<file path="src/rtl/decode_stage_pkg.sv">
// decode_stage_pkg: shared CPU constants for the decode stage.
//   - OPC_* : 8-bit opcode encodings (bit 7 of an encoded opcode marks the
//             long-form variant; constants below are the short-form bases).
//   - state_e : decode FSM states (S_OP = expect opcode, S_IMM = expect imm).
//   - ctrl_t  : width-independent control fields of a decoded bundle.
package decode_stage_pkg;

  localparam logic [7:0] OPC_NOP     = 8'h00;
  localparam logic [7:0] OPC_ADD     = 8'h01;
  localparam logic [7:0] OPC_SUB     = 8'h02;
  localparam logic [7:0] OPC_AND     = 8'h03;
  localparam logic [7:0] OPC_OR      = 8'h04;
  localparam logic [7:0] OPC_XOR     = 8'h05;
  localparam logic [7:0] OPC_MOV     = 8'h06;
  localparam logic [7:0] OPC_CMP     = 8'h07;
  localparam logic [7:0] OPC_ST      = 8'h10;
  localparam logic [7:0] OPC_LD      = 8'h11;
  localparam logic [7:0] OPC_LDI     = 8'h12;
  localparam logic [7:0] OPC_STI     = 8'h13;
  localparam logic [7:0] OPC_PUSH    = 8'h14;
  localparam logic [7:0] OPC_POP     = 8'h15;
  localparam logic [7:0] OPC_PUSHI   = 8'h16;
  localparam logic [7:0] OPC_PUSHLR  = 8'h17;
  localparam logic [7:0] OPC_SPEC    = 8'h18;
  localparam logic [7:0] OPC_JMP     = 8'h20;
  localparam logic [7:0] OPC_JMPI    = 8'h21;
  localparam logic [7:0] OPC_SET     = 8'h22;
  localparam logic [7:0] OPC_CALL    = 8'h23;
  localparam logic [7:0] OPC_CALLI   = 8'h24;
  // MOVB_Rn occupy eight consecutive codes; rD is the offset from R0.
  localparam logic [7:0] OPC_MOVB_R0 = 8'h40;
  localparam logic [7:0] OPC_MOVB_R7 = 8'h47;

  typedef enum logic [0:0] {
    S_OP  = 1'b0,
    S_IMM = 1'b1
  } state_e;

  typedef struct packed {
    logic [7:0] alu;
    logic       en_immediate;
    logic       en_mem;
    logic       mem_byte;
    logic       mem_displacement;
    logic       lr_is_input;
    logic [3:0] condition;
  } ctrl_t;

endpackage

</file>
<file path="src/rtl/decode_stage_fields.sv">
// decode_stage_fields: pure combinational decode of one 16-bit opcode word.
// Ports:
//   word_i     in  16         opcode word (opcode in [15:8])
//   ctrl_o     out ctrl_t     ALU / memory / condition controls
//   rd_o, rs_o out REG_SEL_W  register selects (zero-extended fields)
//   imm_byte_o out 8          MOVB immediate byte (0 for other opcodes)
//   is_long_o  out 1          long-form opcode (bit 7 set, not MOVB)
module decode_stage_fields
  import decode_stage_pkg::*;
#(
  parameter int REG_SEL_W = 3,
  parameter int SP_REG    = 7
) (
  input  logic [15:0]          word_i,
  output ctrl_t                ctrl_o,
  output logic [REG_SEL_W-1:0] rd_o,
  output logic [REG_SEL_W-1:0] rs_o,
  output logic [7:0]           imm_byte_o,
  output logic                 is_long_o
);

  logic [7:0] opcode;
  logic [7:0] base;

  assign opcode = word_i[15:8];
  // Field selection keys off the short-form base so long variants decode alike.
  assign base   = {1'b0, opcode[6:0]};

  always_comb begin
    // NOTE: every output gets a default first so no path leaves one unassigned,
    // which would otherwise infer a latch.
    ctrl_o     = '0;
    rd_o       = '0;
    rs_o       = '0;
    imm_byte_o = '0;
    is_long_o  = 1'b0;

    if (opcode >= OPC_MOVB_R0 && opcode <= OPC_MOVB_R7) begin
      ctrl_o.alu          = OPC_MOV;
      ctrl_o.en_immediate = 1'b1;
      rd_o                = REG_SEL_W'(opcode - OPC_MOVB_R0);
      imm_byte_o          = word_i[7:0];
    end else begin
      ctrl_o.alu          = base;
      ctrl_o.en_immediate = opcode[7];
      is_long_o           = opcode[7];
      rd_o                = REG_SEL_W'(word_i[2:0]);
      if (base inside {OPC_PUSH, OPC_POP, OPC_PUSHI, OPC_PUSHLR})
        rs_o = REG_SEL_W'(SP_REG);
      else
        rs_o = REG_SEL_W'(word_i[5:3]);

      ctrl_o.en_mem = base inside {OPC_ST, OPC_LD, OPC_LDI, OPC_STI,
                                   OPC_PUSH, OPC_PUSHI, OPC_POP, OPC_PUSHLR};
      if (base inside {OPC_ST, OPC_LD, OPC_LDI, OPC_STI})
        ctrl_o.mem_byte = word_i[7];
      if (base inside {OPC_LDI, OPC_STI})
        ctrl_o.mem_displacement = word_i[6];
      ctrl_o.lr_is_input = base inside {OPC_SPEC, OPC_PUSHLR};
      if (base inside {OPC_JMP, OPC_JMPI, OPC_SET, OPC_CALL, OPC_CALLI})
        ctrl_o.condition = word_i[6:3];
    end
  end

endmodule

</file>
<file path="src/rtl/decode_stage.sv">
// decode_stage: handshaked instruction decoder between fetch and execute.
// Assembles long-form (opcode bit 7) instructions from two words when
// EN_LONG=1; otherwise decodes single words and flags next_word.
// DATA_W must be >= 16; only in_word[15:0] is decoded as an opcode.
// Ports:
//   clk, rst (async, active-high), flush_i (drops partial + pending bundle)
//   in_valid_i / in_ready_o / in_word_i      : fetch-side handshake
//   out_valid_o / out_ready_i                : execute-side handshake
//   alu_control_o, rD_sel_o, rS_sel_o, immediate_o, en_immediate_o,
//   next_word_o, long_insn_o, en_mem_o, mem_byte_o, mem_displacement_o,
//   lr_is_input_o, condition_o               : registered decoded bundle
module decode_stage
  import decode_stage_pkg::*;
#(
  parameter int DATA_W    = 16,
  parameter int REG_SEL_W = 3,
  parameter int SP_REG    = 7,
  parameter bit EN_LONG   = 1'b1
) (
  input  logic                 clk,
  input  logic                 rst,
  input  logic                 flush_i,
  input  logic                 in_valid_i,
  output logic                 in_ready_o,
  input  logic [DATA_W-1:0]    in_word_i,
  output logic                 out_valid_o,
  input  logic                 out_ready_i,
  output logic [7:0]           alu_control_o,
  output logic [REG_SEL_W-1:0] rD_sel_o,
  output logic [REG_SEL_W-1:0] rS_sel_o,
  output logic [DATA_W-1:0]    immediate_o,
  output logic                 en_immediate_o,
  output logic                 next_word_o,
  output logic                 long_insn_o,
  output logic                 en_mem_o,
  output logic                 mem_byte_o,
  output logic                 mem_displacement_o,
  output logic                 lr_is_input_o,
  output logic [3:0]           condition_o
);

  typedef struct packed {
    ctrl_t                ctrl;
    logic [REG_SEL_W-1:0] rd;
    logic [REG_SEL_W-1:0] rs;
    logic [DATA_W-1:0]    imm;
    logic                 next_word;
    logic                 long_insn;
  } bundle_t;

  state_e  state_q, state_d;
  bundle_t pend_q, pend_d;
  bundle_t out_q, out_d;
  logic    out_valid_q, out_valid_d;

  ctrl_t                dec_ctrl;
  logic [REG_SEL_W-1:0] dec_rd, dec_rs;
  logic [7:0]           dec_imm_byte;
  logic                 dec_is_long;
  bundle_t              dec_bundle;
  logic                 accept;

  decode_stage_fields #(
    .REG_SEL_W (REG_SEL_W),
    .SP_REG    (SP_REG)
  ) u_fields (
    .word_i     (in_word_i[15:0]),
    .ctrl_o     (dec_ctrl),
    .rd_o       (dec_rd),
    .rs_o       (dec_rs),
    .imm_byte_o (dec_imm_byte),
    .is_long_o  (dec_is_long)
  );

  // Single-word bundle straight from the decoder; in legacy mode a long-form
  // opcode still completes here, with immediate 0 and next_word raised.
  always_comb begin
    dec_bundle           = '0;
    dec_bundle.ctrl      = dec_ctrl;
    dec_bundle.rd        = dec_rd;
    dec_bundle.rs        = dec_rs;
    dec_bundle.imm       = DATA_W'(dec_imm_byte);
    dec_bundle.next_word = dec_is_long & ~EN_LONG;
  end

  // Held off during reset, on flush, and while a bundle waits for execute.
  assign in_ready_o = ~rst & ~flush_i & (~out_valid_q | out_ready_i);
  assign accept     = in_valid_i & in_ready_o;

  always_comb begin
    state_d     = state_q;
    pend_d      = pend_q;
    out_d       = out_q;
    out_valid_d = out_valid_q & ~out_ready_i;

    if (flush_i) begin
      state_d     = S_OP;
      out_valid_d = 1'b0;
    end else if (accept) begin
      unique case (state_q)
        S_OP: begin
          if (dec_is_long && EN_LONG) begin
            pend_d  = dec_bundle;
            state_d = S_IMM;
          end else begin
            out_d       = dec_bundle;
            out_valid_d = 1'b1;
          end
        end
        S_IMM: begin
          out_d           = pend_q;
          out_d.imm       = in_word_i;
          out_d.long_insn = 1'b1;
          out_d.next_word = 1'b0;
          out_valid_d     = 1'b1;
          state_d         = S_OP;
        end
        default: state_d = S_OP;
      endcase
    end
  end

  always_ff @(posedge clk or posedge rst) begin
    if (rst) begin
      state_q     <= S_OP;
      pend_q      <= '0;
      out_q       <= '0;
      out_valid_q <= 1'b0;
    end else begin
      // NOTE: state registers use non-blocking assignments so every flop
      // samples pre-edge values regardless of statement order.
      state_q     <= state_d;
      pend_q      <= pend_d;
      out_q       <= out_d;
      out_valid_q <= out_valid_d;
    end
  end

  assign out_valid_o        = out_valid_q;
  assign alu_control_o      = out_q.ctrl.alu;
  assign rD_sel_o           = out_q.rd;
  assign rS_sel_o           = out_q.rs;
  assign immediate_o        = out_q.imm;
  assign en_immediate_o     = out_q.ctrl.en_immediate;
  assign next_word_o        = out_q.next_word;
  assign long_insn_o        = out_q.long_insn;
  assign en_mem_o           = out_q.ctrl.en_mem;
  assign mem_byte_o         = out_q.ctrl.mem_byte;
  assign mem_displacement_o = out_q.ctrl.mem_displacement;
  assign lr_is_input_o      = out_q.ctrl.lr_is_input;
  assign condition_o        = out_q.ctrl.condition;

endmodule

</file>
<file path="config.mk">
export PLATFORM = sky130hd
export DESIGN_NAME = decode_stage
export DESIGN_NICKNAME = d
export VERILOG_FILES = /design/src/rtl/decode_stage_pkg.sv /design/src/rtl/decode_stage_fields.sv /design/src/rtl/decode_stage.sv
export SDC_FILE = /design/constraint.sdc
export NUM_CORES = 1
export LEC_CHECK = 0
export CORE_UTILIZATION = 49
export CTS_CLUSTER_SIZE = 28
export DETAILED_ROUTE_END_ITERATION = 10
export PLACE_DENSITY = 0.79
export SYNTH_ARGS = -nofsm -noshare
export SYNTH_HDL_FRONTEND = slang
export SYNTH_SLANG_ARGS = --single-unit
</file>
<file path="constraint.sdc">
create_clock -name clk -period 2.4 [get_ports clk]
set_clock_uncertainty 0.15 [all_clocks]
set_input_delay 0.48 -clock clk [delete_from_list [all_inputs] [get_ports clk]]
set_output_delay 0.48 -clock clk [all_outputs]
set_load 0.01 [all_outputs]
</file>
# After elaboration in Yosys (flattened, before gate mapping)
# Cells that the tools add are included.
# Widths: inputs -> output; s select.
word_totals:
  in_bits: 21
  regBits: 66
op_classes:
  n_eq_ne: 15
  muxes: 20
  reduce_logical: 10
  bitwise: 10
  order_cmp: 2
  n_addsub: 1
op_table:
  columns: ["cell", "n"]
  rows:
  - ["$pmux 41 s2", 1]
  - ["$eq 7x5->1 const B", 9]
  - ["$mux 41", 1]
  - ["$eq 7x6->1 const B", 5]
  - ["$mux 8", 3]
  - ["$mux 1", 9]
  - ["$mux 3", 3]
  - ["$ge 8x7->1 const B", 1]
  - ["$le 8x7->1 const B", 1]
  - ["$reduce_bool 4->1", 2]
  - ["$reduce_bool 8->1", 1]
  - ["$reduce_bool 2->1", 3]
  - ["$not 1->1", 5]
  - ["$reduce_bool 5->1", 1]
  - ["$and 1x1->1", 4]
  - ["$mux 4", 1]
  - ["$pmux 1 s2", 2]
  - ["$reduce_and 4->1", 1]
  - ["$reduce_and 3->1", 1]
  - ["$sub 3x1->3 const B", 1]
  - ["$ne 2x2->1 const B", 1]
  - ["$logic_and 1x1->1", 1]
  - ["$or 1x1->1", 1]

# Logic depth before layout (Yosys ltp)
logic_depth:
  depth_word: 7
  depth_mapped: 6
  depth_no_buf: 4

# Hierarchy
# A second synthesis with hierarchy kept.
unflattened:
  hier_cells: 248
  hier_area_um2: 3258.1
modules_own_cells:
  columns: ["mod", "cells_each", "area_each_um2", "instances", "seq_area_each_um2"]
  rows:
  - ["decode_stage", 204, 2935.3, 1, 1626.6]
  - ["decode_stage_fields", 44, 322.8, 1, 0.0]

# Worst setup path before layout
# Ideal clock, no wire load.
synth_timing:
  path_type: "input-to-reg"
  startpoint: "input port in_word_i[11]"
  endpoint: "register out_q, in the netlist rD_sel_o[2]"
  setup_ps: 133
  required_time_ps: 2117
  path_stages: 5
  slack_ps: 574
  arrival_ps: 1543
  path_cell_list: "clkbuf_1 -> or4_1 -> buf_2 -> mux2i_1 -> o211ai_1"
synth_via:
  elab_chain_cells: 5
  elab_cells_between_ends: 9
  cone_classes: "order compare: 2; eq/ne: 1; mux: 4; reduce/logical: 2"
synth_lines:
  columns: ["item", "line_no", "rtl"]
  rows:
  - ["start: declaration", "decode_stage.sv:25", "input logic [DATA_W-1:0] in_word_i,"]
  - ["$ge 8x7->1 or $le 8x7->1 (tied branches)", "decode_stage_fields.sv:38", "if (opcode >= OPC_MOVB_R0 && opcode <= OPC_MOVB_R7) begin"]
  - ["$logic_and 1x1->1 (*)", "decode_stage_fields.sv:38", null]
  - ["$mux 3 or $mux 1 (tied branches)", "decode_stage_fields.sv:38", null]
  - ["$mux 41 or $ne 2x2->1 (tied branches)", null, null]
  - ["$pmux 41 s2 or $reduce_and 3->1 (tied branches)", null, null]
  - ["end signal: assignment", "decode_stage.sv:134", "out_q <= out_d;"]
  - ["end: declaration", "decode_stage.sv:53", "bundle_t out_q, out_d;"]
# Mark *: on every way between the ends. The rest lies on a longest branch, timed or not. The select of a mux whose other input is x is not followed.
# A chain may end at the register's enable or synchronous reset.

# Worst setup path after layout
layout_timing:
  startpoint: "input port rst"
  endpoint: "output port in_ready_o"
layout_via:
  elab_chain_cells: 3
layout_lines:
  columns: ["item", "line_no", "rtl"]
  rows:
  - ["start: declaration", "decode_stage.sv:21", "input logic rst,"]
  - ["$not 1->1", "decode_stage.sv:87", "assign in_ready_o = ~rst & ~flush_i & (~out_valid_q | out_ready_i);"]
  - ["$and 1x1->1 (2 in series)", "decode_stage.sv:87", null]
  - ["end: declaration", "decode_stage.sv:24", "output logic in_ready_o,"]
# Every way passes these cells.

==> flow_summary.toml <==
[outcome]
status = "finished, final reports clean"

[layout]
final_area_um2 = 3791
fillCellCount = 384
multiInputGateArea_um2 = 1070
final_util_pct = 72.38
diodes = 0
layout.nets = 354
drive_gt1_share_pct = 13.91
syn_to_final_growth_pct = 38.55
seqCellArea_um2 = 1577

[routing]
remaining_drc_errors = 0
ant_nets = 0
drt_first_pass_iters = 4
wl_per_cell_um = 16.07
wirelength_um = 6556
vias_per_cell = 5.564
drt_iter0_drc = 93
vias = 2270

[worst_setup_path]
crit_fanout = 2
worst-setup-path-type = "input pin to primary output"
crit_path_start_kind = "input pin"
cp-end-kind = "primary output"
critical_path_arrival_ps = 1350
worst_ep_required_time_ps = 1770

[sta]
fin_crit_ps = 1976
period_share_pct = 82.34
worst_slack_ps = 423.8
hold_viol = 0
slew_viol_final = 0
setup_viol = 0
setup-tns-final_ps = 0
worst_slew_pin_slew_ps = 518.8
relSlewSlack_pct = 65.37
rsz0062_at_grt = "no"
fmax_mhz = 506.0

[grt]
grt_pass1_vias = 2196
overflow = 0
grt_pass1_wl_um = 10980
antenna_found_initial = 0
grt_max_degree = 39
grt_usage_pct = 24.26

[yosys]
yosys_warnings = 0
synth-edff-count = 0
ys.flop_type = "dfrtp_1"
async_flop_share_pct = 100.0
netlist_instances = 260
postSynthAreaPerCell_um2 = 10.52
syn_area_um2 = 2736
synth.ff_latch_count = 63
ys_seq_area_share_pct = 57.61
yosysUniqueCellTypes = 35

[power_and_ir_drop]
ir_drop_mv = 0.5306
static-leakage-power_nw = 1.674
power_density_nw_per_um2 = 773.8

[die]
coreArea_um2 = 5238
initial_utilization_pct = 52.25
die_h_um = 76.73
io_pins = 64
dieArea_um2 = 5887
die_x_um = 76.73
num_rows = 26

[clock_network]
cts-resized-gates = 0
numCtsBuffers = 9
clk_latency_ps = 340
cts_hold_buf = 0
cts_tree = "built"
clockBufferDepth = 2
cts_root_buf = "clkbuf_8"
post-cts-setup-buffers = 0
clkSinkCount = 63
htree_levels = 3
path_clk_slew_ps = 60

[hold_path]
hold_class = "flop to flop"

[placed_design]
portBuffers = 61
dp_slack_ps = 54.42
gp_congestion = 0.7043
hpwl_um = 4452
placed_area_um2 = 3541

[job]
maxCapViolations = 0
==> cells by family (layout without fill, tap and decap cells) <==
kind of cell	Yosys count	after routing	share of synthesized area, %
other	1	2	0.1370
DFF	63	63	57.61
AOI/OAI and AO/OA	69	69	16.32
buffers and inverters	22	99	3.520
muxes	13	13	5.030
and+or+nand+nor	92	92	17.38
==> worst max-delay path, cell delays in order <==
cell	delay [ps]
clkdlybuf4s50_1	510
nor2_2	50
and2_1	140
dlymetal6s2s_1	160
==> metal layers <==
layer	up-vias	share of wire [%]	wire (um)	track usage [%]
met5	-	0	0	0
met3	13	3.9	256	4.048
li1	1060	-	-	-
met4	0	2.3	153	11.73
met1	1132	46	3015	32.75
met2	65	48	3130	38.13
==> stage by stage <==
step           instances  hold WS [ps]  total power (W)
3_3_place_gp         392         292.4         0.001802
2_1_floorplan        261         274.7         0.001514
4_1_cts              408         321.8         0.002950
5_1_grt              408         338.3         0.003049
3_5_place_dp         392         305.5         0.001820
6_report             408         311.6         0.002933
==> sequential cells by signal (all words and copies together), names as in the netlist, 3 cells and up <==
| register | flops |
|---|---|
| pend_q | 22 |
| immediate_o | 16 |
| alu_control_o | 7 |
| condition_o | 4 |
| rD_sel_o | 3 |
| rS_sel_o | 3 |
==> worst paths after layout <==
path | from | to | slack (ps) | cells after the start
hold reg to reg | pend_q[32] | pend_q[32] | 310 | 1
setup / recovery | rst | in_ready_o | 420 | 4
min in group asynchronous | rst | long_insn_o | 400 | 2
setup reg to reg | state_q | pend_q[36] | 640 | 5
hold / removal | pend_q[32] | pend_q[32] | 310 | 1
max in group asynchronous | rst | pend_q[19] | 1200 | 3
==> layout make-up <==
class | instances | area share, %
Clock inverter | 6 | 2.838
Tap cell | 70 | 2.310
Inverter | 1 | 0.09901
Sequential cell | 63 | 41.58
Clock buffer | 10 | 3.630
Multi-Input combinational cell | 176 | 28.22
Timing Repair Buffer | 82 | 21.32
==> report_power, final <==
| part | leakage, nW | internal [W] | switching [W] |
|---|---|---|---|
| Clock | 0.122 | 0.000714 | 0.000419 |
| Sequential | 0.819 | 0.00120 | 0.0000774 |
| Combinational | 0.733 | 0.000296 | 0.000223 |
==> synthesized netlist by cell type, drive strengths merged (2+ instances only) <==
master	instances	area [um^2]
a21oi	13	65.06
o211ai	7	52.55
nand3b	5	37.54
and4b	2	20.02
a22o	16	140.1
nand2	45	168.9
nand3	7	35.03
buf	6	33.77
nor4b	2	23.77
o21ai	26	130.1
nand4	2	12.51
clkbuf	15	58.81
o21a	2	15.01
mux2	6	67.56
nor2	8	30.03
nand2b	9	56.30
o311ai	2	17.52
and2	3	18.77
mux2i	7	70.07
dfrtp	63	1577
nor3b	3	22.52
o22a	3	26.28
==> layout by cell type, fill, tap and decap left out, types with 9 or more instances in the layout <==
cell type        netlist  layout
a21oi_1               13      13
a22o_1                16      16
buf_4                  2      18
clkbuf_8               0      10
clkdlybuf4s50_1        0      60
dfrtp_1               63      63
nand2_1               45      45
nand2b_1               9       9
o21ai_0               25      25
(Power assumes the default switching activity.)
